**config.mk**
```make
export PLATFORM = sky130hd
export DESIGN_NAME = instr_packer
export DESIGN_NICKNAME = d
export VERILOG_FILES = /design/src/rtl/instr_packer_pkg.sv /design/src/rtl/instr_pack_comb.sv /design/src/rtl/instr_packer.sv
export SDC_FILE = /design/constraint.sdc
export NUM_CORES = 1
export LEC_CHECK = 0
export ABC_CLOCK_PERIOD_IN_PS = 2400
export CORE_MARGIN = 2
export CORE_UTILIZATION = 45
export CTS_BUF_LIST = sky130_fd_sc_hd__clkbuf_16
export DETAILED_ROUTE_END_ITERATION = 10
export PLACE_DENSITY = 0.84
export SYNTH_ARGS = -nofsm -noshare
export SYNTH_HDL_FRONTEND = slang
export SYNTH_SLANG_ARGS = --single-unit
```
**constraint.sdc**
```tcl
create_clock -name clk -period 2.4 [get_ports clk]
set_input_delay 0.48 -clock clk [delete_from_list [all_inputs] [get_ports clk]]
set_output_delay 0.48 -clock clk [all_outputs]
set_load 0.02 [all_outputs]
```
**src/rtl/instr_packer_pkg.sv**
```systemverilog
// Shared instruction-types package: immediate-format select plus the packer's request, word and buffer types.
// The fits_signed helper backs the optional INSTR_PACKER_RANGE_CHECK_EN immediate range check.
package instr_packer_pkg;

    typedef enum logic [2:0] {
        IMMGEN_I  = 3'd0,
        IMMGEN_S  = 3'd1,
        IMMGEN_SB = 3'd2,
        IMMGEN_UJ = 3'd3,
        IMMGEN_U  = 3'd4
    } immgen_t;

    typedef struct packed {
        immgen_t     imm_sel;
        logic [6:0]  opcode;
        logic [4:0]  rd;
        logic [4:0]  rs1;
        logic [4:0]  rs2;
        logic [2:0]  funct3;
        logic [31:0] imm;
    } pack_req_t;

    typedef enum logic [1:0] {
        BUF_EMPTY = 2'd0,
        BUF_ONE   = 2'd1,
        BUF_FULL  = 2'd2
    } buf_state_t;

    typedef struct packed {
        logic        err;
        logic [31:0] instr;
    } pack_word_t;

    localparam int PACK_DEPTH = 2;

    // True when v equals the sign-extension of its low 'bits' bits.
    function automatic logic fits_signed(input logic [31:0] v, input int unsigned bits);
        logic [31:0] ext;
        for (int b = 0; b < 32; b++) begin
            ext[b] = (b < int'(bits)) ? v[b] : v[bits-1];
        end
        return (ext == v);
    endfunction

endpackage

```
**src/rtl/instr_pack_comb.sv**
```systemverilog
// Pure combinational scatter of a 32-bit immediate into the RISC-V format fields.
// With INSTR_PACKER_RANGE_CHECK_EN defined, unrepresentable immediates also raise err.
module instr_pack_comb
    import instr_packer_pkg::*;
(
    input  pack_req_t   req,
    output logic [31:0] instr,
    output logic        err
);

    logic [31:0] imm;
    logic        sel_ok;

    assign imm = req.imm;

    always_comb begin
        instr  = '0;
        sel_ok = 1'b1;
        case (req.imm_sel)
            IMMGEN_I:  instr = {imm[11:0], req.rs1, req.funct3, req.rd, req.opcode};
            IMMGEN_S:  instr = {imm[11:5], req.rs2, req.rs1, req.funct3, imm[4:0], req.opcode};
            IMMGEN_SB: instr = {imm[12], imm[10:5], req.rs2, req.rs1, req.funct3,
                                imm[4:1], imm[11], req.opcode};
            IMMGEN_UJ: instr = {imm[20], imm[10:1], imm[11], imm[19:12], req.rd, req.opcode};
            IMMGEN_U:  instr = {imm[31:12], req.rd, req.opcode};
            default: begin
                instr  = '0;
                sel_ok = 1'b0;
            end
        endcase
    end

`ifdef INSTR_PACKER_RANGE_CHECK_EN
    logic range_ok;

    // Packing proceeds unchanged; this only flags immediates the format cannot hold.
    always_comb begin
        range_ok = 1'b1;
        case (req.imm_sel)
            IMMGEN_I, IMMGEN_S: range_ok = fits_signed(imm, 12);
            IMMGEN_SB:          range_ok = fits_signed(imm, 13) && !imm[0];
            IMMGEN_UJ:          range_ok = fits_signed(imm, 21) && !imm[0];
            IMMGEN_U:           range_ok = (imm[11:0] == 12'h000);
            default:            range_ok = 1'b1;
        endcase
    end

    assign err = !sel_ok || !range_ok;
`else
    assign err = !sel_ok;
`endif

endmodule

```
**src/rtl/instr_packer.sv**
```systemverilog
// Instruction packer: valid/ready request in, packed 32-bit instruction out through a 2-entry FIFO.
// Optional INSTR_PACKER_RANGE_CHECK_EN enables immediate range flagging in instr_pack_comb.
module instr_packer
    import instr_packer_pkg::*;
#(
    parameter int DEPTH = 2
) (
    input  logic        clk,
    input  logic        rst_n,
    input  logic        in_valid,
    output logic        in_ready,
    input  immgen_t     imm_sel,
    input  logic [6:0]  opcode,
    input  logic [4:0]  rd,
    input  logic [4:0]  rs1,
    input  logic [4:0]  rs2,
    input  logic [2:0]  funct3,
    input  logic [31:0] imm,
    output logic        out_valid,
    input  logic        out_ready,
    output logic [31:0] out_instr,
    output logic        out_err
);

    if (DEPTH != PACK_DEPTH) begin : g_depth_check
        $error("instr_packer: DEPTH must be 2");
    end

    buf_state_t       state_reg, state_next;
    pack_word_t       slot_reg  [DEPTH];
    pack_word_t       slot_next [DEPTH];
    pack_word_t       packed_word;
    pack_req_t        req;
    logic [31:0]      pack_instr;
    logic             pack_err;
    logic             accept, drain;
    logic [DEPTH-1:0] load_new, load_shift;

    assign req = '{imm_sel: imm_sel, opcode: opcode, rd: rd, rs1: rs1,
                   rs2: rs2, funct3: funct3, imm: imm};

    instr_pack_comb u_pack (
        .req   (req),
        .instr (pack_instr),
        .err   (pack_err)
    );

    assign packed_word = '{err: pack_err, instr: pack_instr};

    assign in_ready  = (state_reg != BUF_FULL);
    assign out_valid = (state_reg != BUF_EMPTY);
    assign accept    = in_valid && in_ready;
    assign drain     = out_valid && out_ready;

    // Slot 0 is always the head; a new word lands in the first slot that is free after any drain.
    always_comb begin
        state_next = state_reg;
        load_new   = '0;
        load_shift = '0;
        case (state_reg)
            BUF_EMPTY: begin
                if (accept) begin
                    state_next  = BUF_ONE;
                    load_new[0] = 1'b1;
                end
            end
            BUF_ONE: begin
                case ({accept, drain})
                    2'b10: begin
                        state_next  = BUF_FULL;
                        load_new[1] = 1'b1;
                    end
                    2'b01: state_next = BUF_EMPTY;
                    2'b11: begin
                        state_next  = BUF_ONE;
                        load_new[0] = 1'b1;
                    end
                    default: state_next = BUF_ONE;
                endcase
            end
            BUF_FULL: begin
                if (drain) begin
                    state_next    = BUF_ONE;
                    load_shift[0] = 1'b1;
                end
            end
            default: state_next = BUF_EMPTY;
        endcase
    end

    for (genvar gi = 0; gi < DEPTH; gi++) begin : g_slot
        pack_word_t shift_src;
        if (gi < DEPTH - 1) begin : g_mid
            assign shift_src = slot_reg[gi+1];
        end else begin : g_last
            assign shift_src = '0;
        end
        assign slot_next[gi] = load_new[gi]   ? packed_word :
                               load_shift[gi] ? shift_src   : slot_reg[gi];
    end

    always_ff @(posedge clk or negedge rst_n) begin
        if (!rst_n) begin
            state_reg <= BUF_EMPTY;
            for (int i = 0; i < DEPTH; i++) begin
                slot_reg[i] <= '0;
            end
        end else begin
            state_reg <= state_next;
            for (int i = 0; i < DEPTH; i++) begin
                slot_reg[i] <= slot_next[i];
            end
        end
    end

    assign out_instr = slot_reg[0].instr;
    assign out_err   = slot_reg[0].err;

endmodule

```
==> results.txt, run 1 <==
Met1 Use GR -> 28.8%
DIE WIDTH -> 95.4 um
Outcome -> finished clean
Worst slew pin tran -> 0.595 ns
Worst r2r dst -> out_instr[20]
PwrDens -> 1190 nW/um^2
Grt met2 use -> 35.7%
Root Buffer -> clkbuf_16
Tot GR Track Use -> 21.8%
Nets -> 529
Post-CTS Setup Repair Bufs -> 0
CTS Buf Count -> 9
Tmin final -> 2.14 ns
Cell Int Power -> 3.92 mW
FP Rows -> 33
Fin Clk Skew -> 0.00343 ns
DR vias -> 3,079
Hold buffer count at CTS -> 0
GRT Residual Overflow -> 0
Net Sw Frac -> 35.7%
Placeable Area -> 8180 sq um
Area contributors post-synth -> dfrtp_1, mux2_4, a21oi_1
Max_cap viols -> 0
Met3 Use GR -> 4.43%
Hold Crit Class -> in2async
Yosys top cell by area -> dfrtp_1
Final Max Tran Viols -> 0
Port bufs -> 98
R2r startpoint -> state_reg[1]
Vias in the first global route -> 3,112
Logic pwr share -> 46.3%
Max IR drop VDD -> 0.580 mV
Main flop type after synthesis -> dfrtp_1
Ports -> 99
TNS Setup -> 0 ns
Layout cells sized above 1 -> 14.6%
Mapped Nets -> 437
# resized after CTS -> 0
Final Setup Violations -> 0
Initial DRC count -> 142
Clk pwr share -> 20.3%
Area growth syn-to-layout -> 36.1%
Syn avg cell area -> 10.2 sq um
Routed wire length -> 9.45 mm
Worst Path Required -> 1.92 ns
Drt first pass iters -> 4
Setup CP Type -> reg2out
Reg2reg path depth -> 8
Seq pwr share -> 33.4%
Seq/Total Area, Yosys -> 45.3%
Syn. warnings -> 0
CP Capture Point -> out_valid
Clock Latency Late Sink -> 0.32 ns
Largest net degree at the start of global routing -> 69
Vias per cell -> 5.38
Synth cell types -> 41
Max FFs per register -> 33
FF-to-FF setup slack -> 0.42 ns
Die ar. -> 9100 sq um
Global-route wire length before repair -> 15.1 mm
Synthesis-stage register bit count -> 68
RD Place Congestion -> 0.896
RSZ-0062 raised after global routing -> no
H-tree level count -> 3
Worst setup startpoint -> state_reg[1]
WL per Instance -> 16.5 um
Most common cell in the netlist -> dfrtp_1
Clk buf depth -> 2
Total Power -> 6.09 mW
Post-synth EDFFs -> 0
LEAKAGE -> 2.20 nW
Cells after synthesis -> 370
Antenna Cells -> 0
Post-synthesis async set-or-reset flop share -> 100%
DRC errors left -> 0
Critical Path End Type -> output port
Fmax -> 467 MHz
Die Y -> 95.4 um
Final ANT Viol Nets -> 0
Slew margin rel. -> 60.3%
Final period util -> 89.2%
CTS tree -> done
Initial antenna violation count -> 0
Detail Placement HPWL -> 6.45 mm
CP Max Fanout -> 8
Worst Setup Start Kind -> register
Starting Density -> 46.0%
P_sw -> 2.18 mW
Yosys top cell area share -> 45.3%
Crit path DAT -> 1.66 ns
Layer with the highest usage -> met2
CTS sink count -> 68
Commonest cells post-synth -> dfrtp_1, nand2_1, a21oi_1
Hold Vio Cnt, Final -> 0
Clock transition at path regs -> 0.05 ns
Mapped cell area -> 3760 sq um
-- kinds of logic (layout without fill, tap and decap cells) --
logic type	after synthesis	after routing	share of synthesized area [%]
AO/OA/AOI/OAI	113	113	19.9
buffers and inverters	34	131	5.59
adder cells (fa/ha/maj)	3	3	0.999
multiplexers	42	42	14.2
flip-flops	68	68	45.3
AND/OR/NAND/NOR	109	109	13.3
XOR/XNOR	1	1	0.732
-- how the worst min path moves through the flow --
stage	startpoint	end	slack (ns)
3_5_place_dp	g_slot[0].shift_src[2]	g_slot[0].shift_src[2]	0.47
4_1_cts	rst_n	g_slot[0].shift_src[16]	0.19
3_3_place_gp	g_slot[0].shift_src[2]	g_slot[0].shift_src[2]	0.46
5_1_grt	rst_n	g_slot[0].shift_src[16]	0.20
6_report	rst_n	g_slot[0].shift_src[16]	0.16
2_1_floorplan	rst_n	g_slot[0].shift_src[0]	0.18
-- per-layer routing --
layer	routed length, um	share of wire [%]
met5	0	0
met1	4130	44
met3	541	5.7
met4	71	0.75
met2	4700	50
-- cells in the final DEF, fill, tap and decap left out, drive strengths merged, types with 2 or more instances in the layout --
master         count
o221ai             2
a31oi              6
a32o               9
dfrtp             68
nand2             43
o21a               9
nand3              6
nor2b              8
and2               3
clkdlybuf4s50     97
a32oi              5
o21ai             34
mux2i             12
nand2b             4
clkbuf             9
a21oi             35
buf               12
nor3b              8
mux2              30
nand3b             2
ha                 3
a211oi             9
inv                7
clkinv             4
nor2              34
-- power by group through the flow --
stage | combinational [mW] | sequential [mW] | clock, mW
CTS | 2.85 | 2.04 | 1.26
detailed placement | 2.83 | 2.05 | 0
floorplan | 1.47 | 2.31 | 0
global placement | 2.73 | 2.02 | 0
finish | 2.82 | 2.04 | 1.24
global route | 3.09 | 2.10 | 1.32
-- final cells by class --
type | instances | area [sq um]
sequential | 68 | 1700
tap | 105 | 131
inverter | 6 | 22.5
clock inverter | 7 | 58.8
multi-input combinational | 268 | 1850
timing repair buffer | 109 | 1120
fill | 675 | 3060
clock buffer | 9 | 225
-- worst max-delay path, cell delays in order (launching register included) --
cell	delay, ns
dfrtp_1	0.47
or2_2	0.34
clkdlybuf4s50_1	0.54
-- stage by stage --
stage / instances / setup WS, ns / util [%] / instance area, sq um / hold slack, ns
2_1_floorplan: 370 / 0.471 / - / 3760 / 0.184
3_3_place_gp: 556 / 0.234 / 59.1 / 4830 / 0.456
3_5_place_dp: 556 / 0.192 / 59.1 / 4830 / 0.468
4_1_cts: 572 / 0.243 / 62.6 / 5110 / 0.188
5_1_grt: 572 / 0.185 / 62.6 / 5110 / 0.195
6_report: 572 / 0.258 / 62.6 / 5110 / 0.163
(Power assumes the default switching activity.)
==> run 2: changes to the inputs <==
--- a/config.mk
+++ b/config.mk
@@ -6,6 +6,7 @@
 export NUM_CORES = 1
 export LEC_CHECK = 0
 export ABC_CLOCK_PERIOD_IN_PS = 2400
+export CAP_MARGIN = 25
 export CORE_MARGIN = 2
 export CORE_UTILIZATION = 45
 export CTS_BUF_LIST = sky130_fd_sc_hd__clkbuf_16
==> results of run 2 <==
Final layout, timing and power as in run 1 (identical DEF).
==> run 3: changes to the inputs <==
--- a/config.mk
+++ b/config.mk
@@ -11,7 +11,8 @@
 export CORE_UTILIZATION = 45
 export CTS_BUF_LIST = sky130_fd_sc_hd__clkbuf_16
 export DETAILED_ROUTE_END_ITERATION = 10
-export PLACE_DENSITY = 0.84
+export DONT_BUFFER_PORTS = 1
+export PLACE_DENSITY = 0.69
 export SYNTH_ARGS = -nofsm -noshare
 export SYNTH_HDL_FRONTEND = slang
 export SYNTH_SLANG_ARGS = --single-unit
==> results.txt, run 3 (synthesis results as in run 1) <==
Finished Cell Area -> 4090 sq um (was 5110 sq um)
DIE WIDTH -> 95.4 um (unchanged)
CP delay by family, top -> simple AND/OR/NAND/NOR gates (was buffers and inverters)
Clock Latency Late Sink -> 0.32 ns (about the same)
DRC errors left -> 0 (unchanged)
Max FFs per register -> 33 (unchanged)
Detail Placement HPWL -> 6.05 mm (was 6.45 mm)
Hold Vio Cnt, Final -> 0 (unchanged)
Layout cells sized above 1 -> 18.5% (was 14.6%)
Antenna Cells -> 0 (unchanged)
Final Max Tran Viols -> 0 (unchanged)
Final period util -> 94.2% (was 89.2%)
Clk buf depth -> 2 (unchanged)
Slew margin rel. -> 54.8% (was 60.3%)
Area after DPL -> 3780 sq um (was 4830 sq um)
Port bufs -> 0 (was 98)
Met1 Use GR -> 26.8% (was 28.8%)
Critical Path End Type -> register (was output port)
Die ar. -> 9100 sq um (unchanged)
Most frequent cells in the layout -> dfrtp_1, nand2_1, a21oi_1 (was clkdlybuf4s50_1, dfrtp_1, nand2_1)
Initial DRC count -> 142 (unchanged)
FILL cells -> 768 (was 675)
Clock transition at path regs -> 0.05 ns (about the same)
Layer with the highest usage -> met2 (unchanged)
RSZ-0062 raised after global routing -> no (unchanged)
Nets -> 435 (was 529)
Largest net degree at the start of global routing -> 69 (unchanged)
CTS Buf Count -> 9 (unchanged)
Worst Path Required -> 2.57 ns (was 1.92 ns)
Grt met2 use -> 31.7% (was 35.7%)
Vias per cell -> 5.74 (was 5.38)
Drt first pass iters -> 4 (unchanged)
Max_cap viols -> 0 (unchanged)
H-tree level count -> 3 (unchanged)
Setup CP Type -> reg2reg (was reg2out)
Die Y -> 95.4 um (unchanged)
# resized after CTS -> 0 (unchanged)
CP Cell Sequence -> or2_2 > and2_1 > ha_1 > nand2_1 > a21oi_4 > buf_4 > buf_4 > nor2_1 > a21oi_1 (was or2_2 > clkdlybuf4s50_1)
Most common cell after layout, fill and taps aside -> dfrtp_1 (was clkdlybuf4s50_1)
Vias in the first global route -> 2,677 (was 3,112)
LEAKAGE -> 1.81 nW (was 2.20 nW)
Area growth syn-to-layout -> 8.92% (was 36.1%)
TNS Setup -> 0 ns (unchanged)
GRT Residual Overflow -> 0 (unchanged)
Worst Setup Start Kind -> register (unchanged)
DR vias -> 2,740 (was 3,079)
Final ANT Viol Nets -> 0 (unchanged)
Fin Clk Skew -> 0.00557 ns (was 0.00343 ns)
Tot GR Track Use -> 20.5% (was 21.8%)
Placeable Area -> 8180 sq um (unchanged)
WL per Instance -> 19.2 um (was 16.5 um)
Crit-path slowest cell -> dfrtp_1 (was clkdlybuf4s50_1)
Most common cell type on the critical path -> buf_4
Core Util, Final -> 50.1% (was 62.6%)
Outcome -> finished clean (unchanged)
Hold Crit Class -> in2async (unchanged)
Routed wire length -> 9.17 mm (was 9.45 mm)
Root Buffer -> clkbuf_16 (unchanged)
PwrDens -> 1300 nW/um^2 (was 1190 nW/um^2)
Met3 Use GR -> 6.80% (was 4.43%)
Ports -> 99 (unchanged)
FP Rows -> 33 (unchanged)
CTS sink count -> 68 (unchanged)
CP bufs+invs -> 2 (was 1)
Starting Density -> 46.0% (unchanged)
Fmax -> 442 MHz (was 467 MHz)
CTS tree -> done (unchanged)
Worst slew pin tran -> 0.679 ns (was 0.595 ns)
RD Place Congestion -> 0.802 (was 0.896)
Tmin final -> 2.26 ns (was 2.14 ns)
Max IR drop VDD -> 0.382 mV (was 0.580 mV)
Final Setup Violations -> 0 (unchanged)
Initial antenna violation count -> 0 (unchanged)
Global-route wire length before repair -> 14.0 mm (was 15.1 mm)
CP peak stage delay -> 0.51 ns (was 0.54 ns)
Crit path DAT -> 2.43 ns (was 1.66 ns)
CP Max Fanout -> 10 (was 8)
run 3: power by group:
| group | internal [mW] | leakage, nW | switching, mW |
|---|---|---|---|
| Clock | 0.673 | 0.133 | 0.443 |
| Combinational | 0.863 | 0.836 | 0.894 |
| Sequential | 1.71 | 0.837 | 0.726 |
run 3: final timing paths:
| path | start | end | slack, ns | cells after the start |
|---|---|---|---|---|
| max in group asynchronous | rst_n | g_slot[0].shift_src[23] | 2.08 | 1 |
| min in group clk | out_ready | state_reg[1] | 0.28 | 1 |
| setup / recovery | state_reg[1] | out_instr[16] | 0.14 | 9 |
| hold reg to reg | g_slot[0].shift_src[31] | g_slot[0].shift_src[31] | 0.48 | 2 |
| setup reg to reg | state_reg[1] | out_instr[16] | 0.14 | 9 |
| hold / removal | rst_n | out_instr[30] | 0.04 | 1 |
run 3: cell type report:
type	count	area, sq um	share of cell area [%]
Multi-Input combinational cell	269	1860	45.5
Sequential cell	68	1700	41.6
Clock buffer	9	225	5.50
Tap cell	105	131	3.21
Timing Repair Buffer	14	125	3.06
Clock inverter	6	25.0	0.611
Inverter	6	22.5	0.550
run 3: per-stage QoR:
stage	setup slack (ns)	cells	power, mW	hold WS, ns
after global placement	0.161	457	4.04	0.187
after floorplan	0.471	370	3.78	0.184
final	0.139	477	5.31	0.0389
after detailed placement	0.0867	457	4.12	0.186
after global routing	0.00743	477	5.73	0.0607
after CTS	0.0768	473	5.29	0.0529
run 3: per-layer routing:
layer | vias to the layer above | wire, um
met5 | - | 0
met4 | 0 | 127
met3 | 12 | 739
met2 | 87 | 4390
met1 | 1325 | 3910
li1 | 1316 | -
run 3: repair_timing:
action | 4_1_cts | 5_1_grt
endpoints found under the setup margin | 0 | 20
buffers inserted | 0 | 3
hold buffers | 1 | 0
hold endpoints to repair | 68 | 0
run 3: worst reg2reg max path, stage by stage, from the launching register on:
cell and delay, ns:
dfrtp_1 0.51, or2_2 0.42, and2_1 0.19, ha_1 0.17
nand2_1 0.20, a21oi_4 0.16, buf_4 0.18, buf_4 0.13
nor2_1 0.09, a21oi_1 0.05
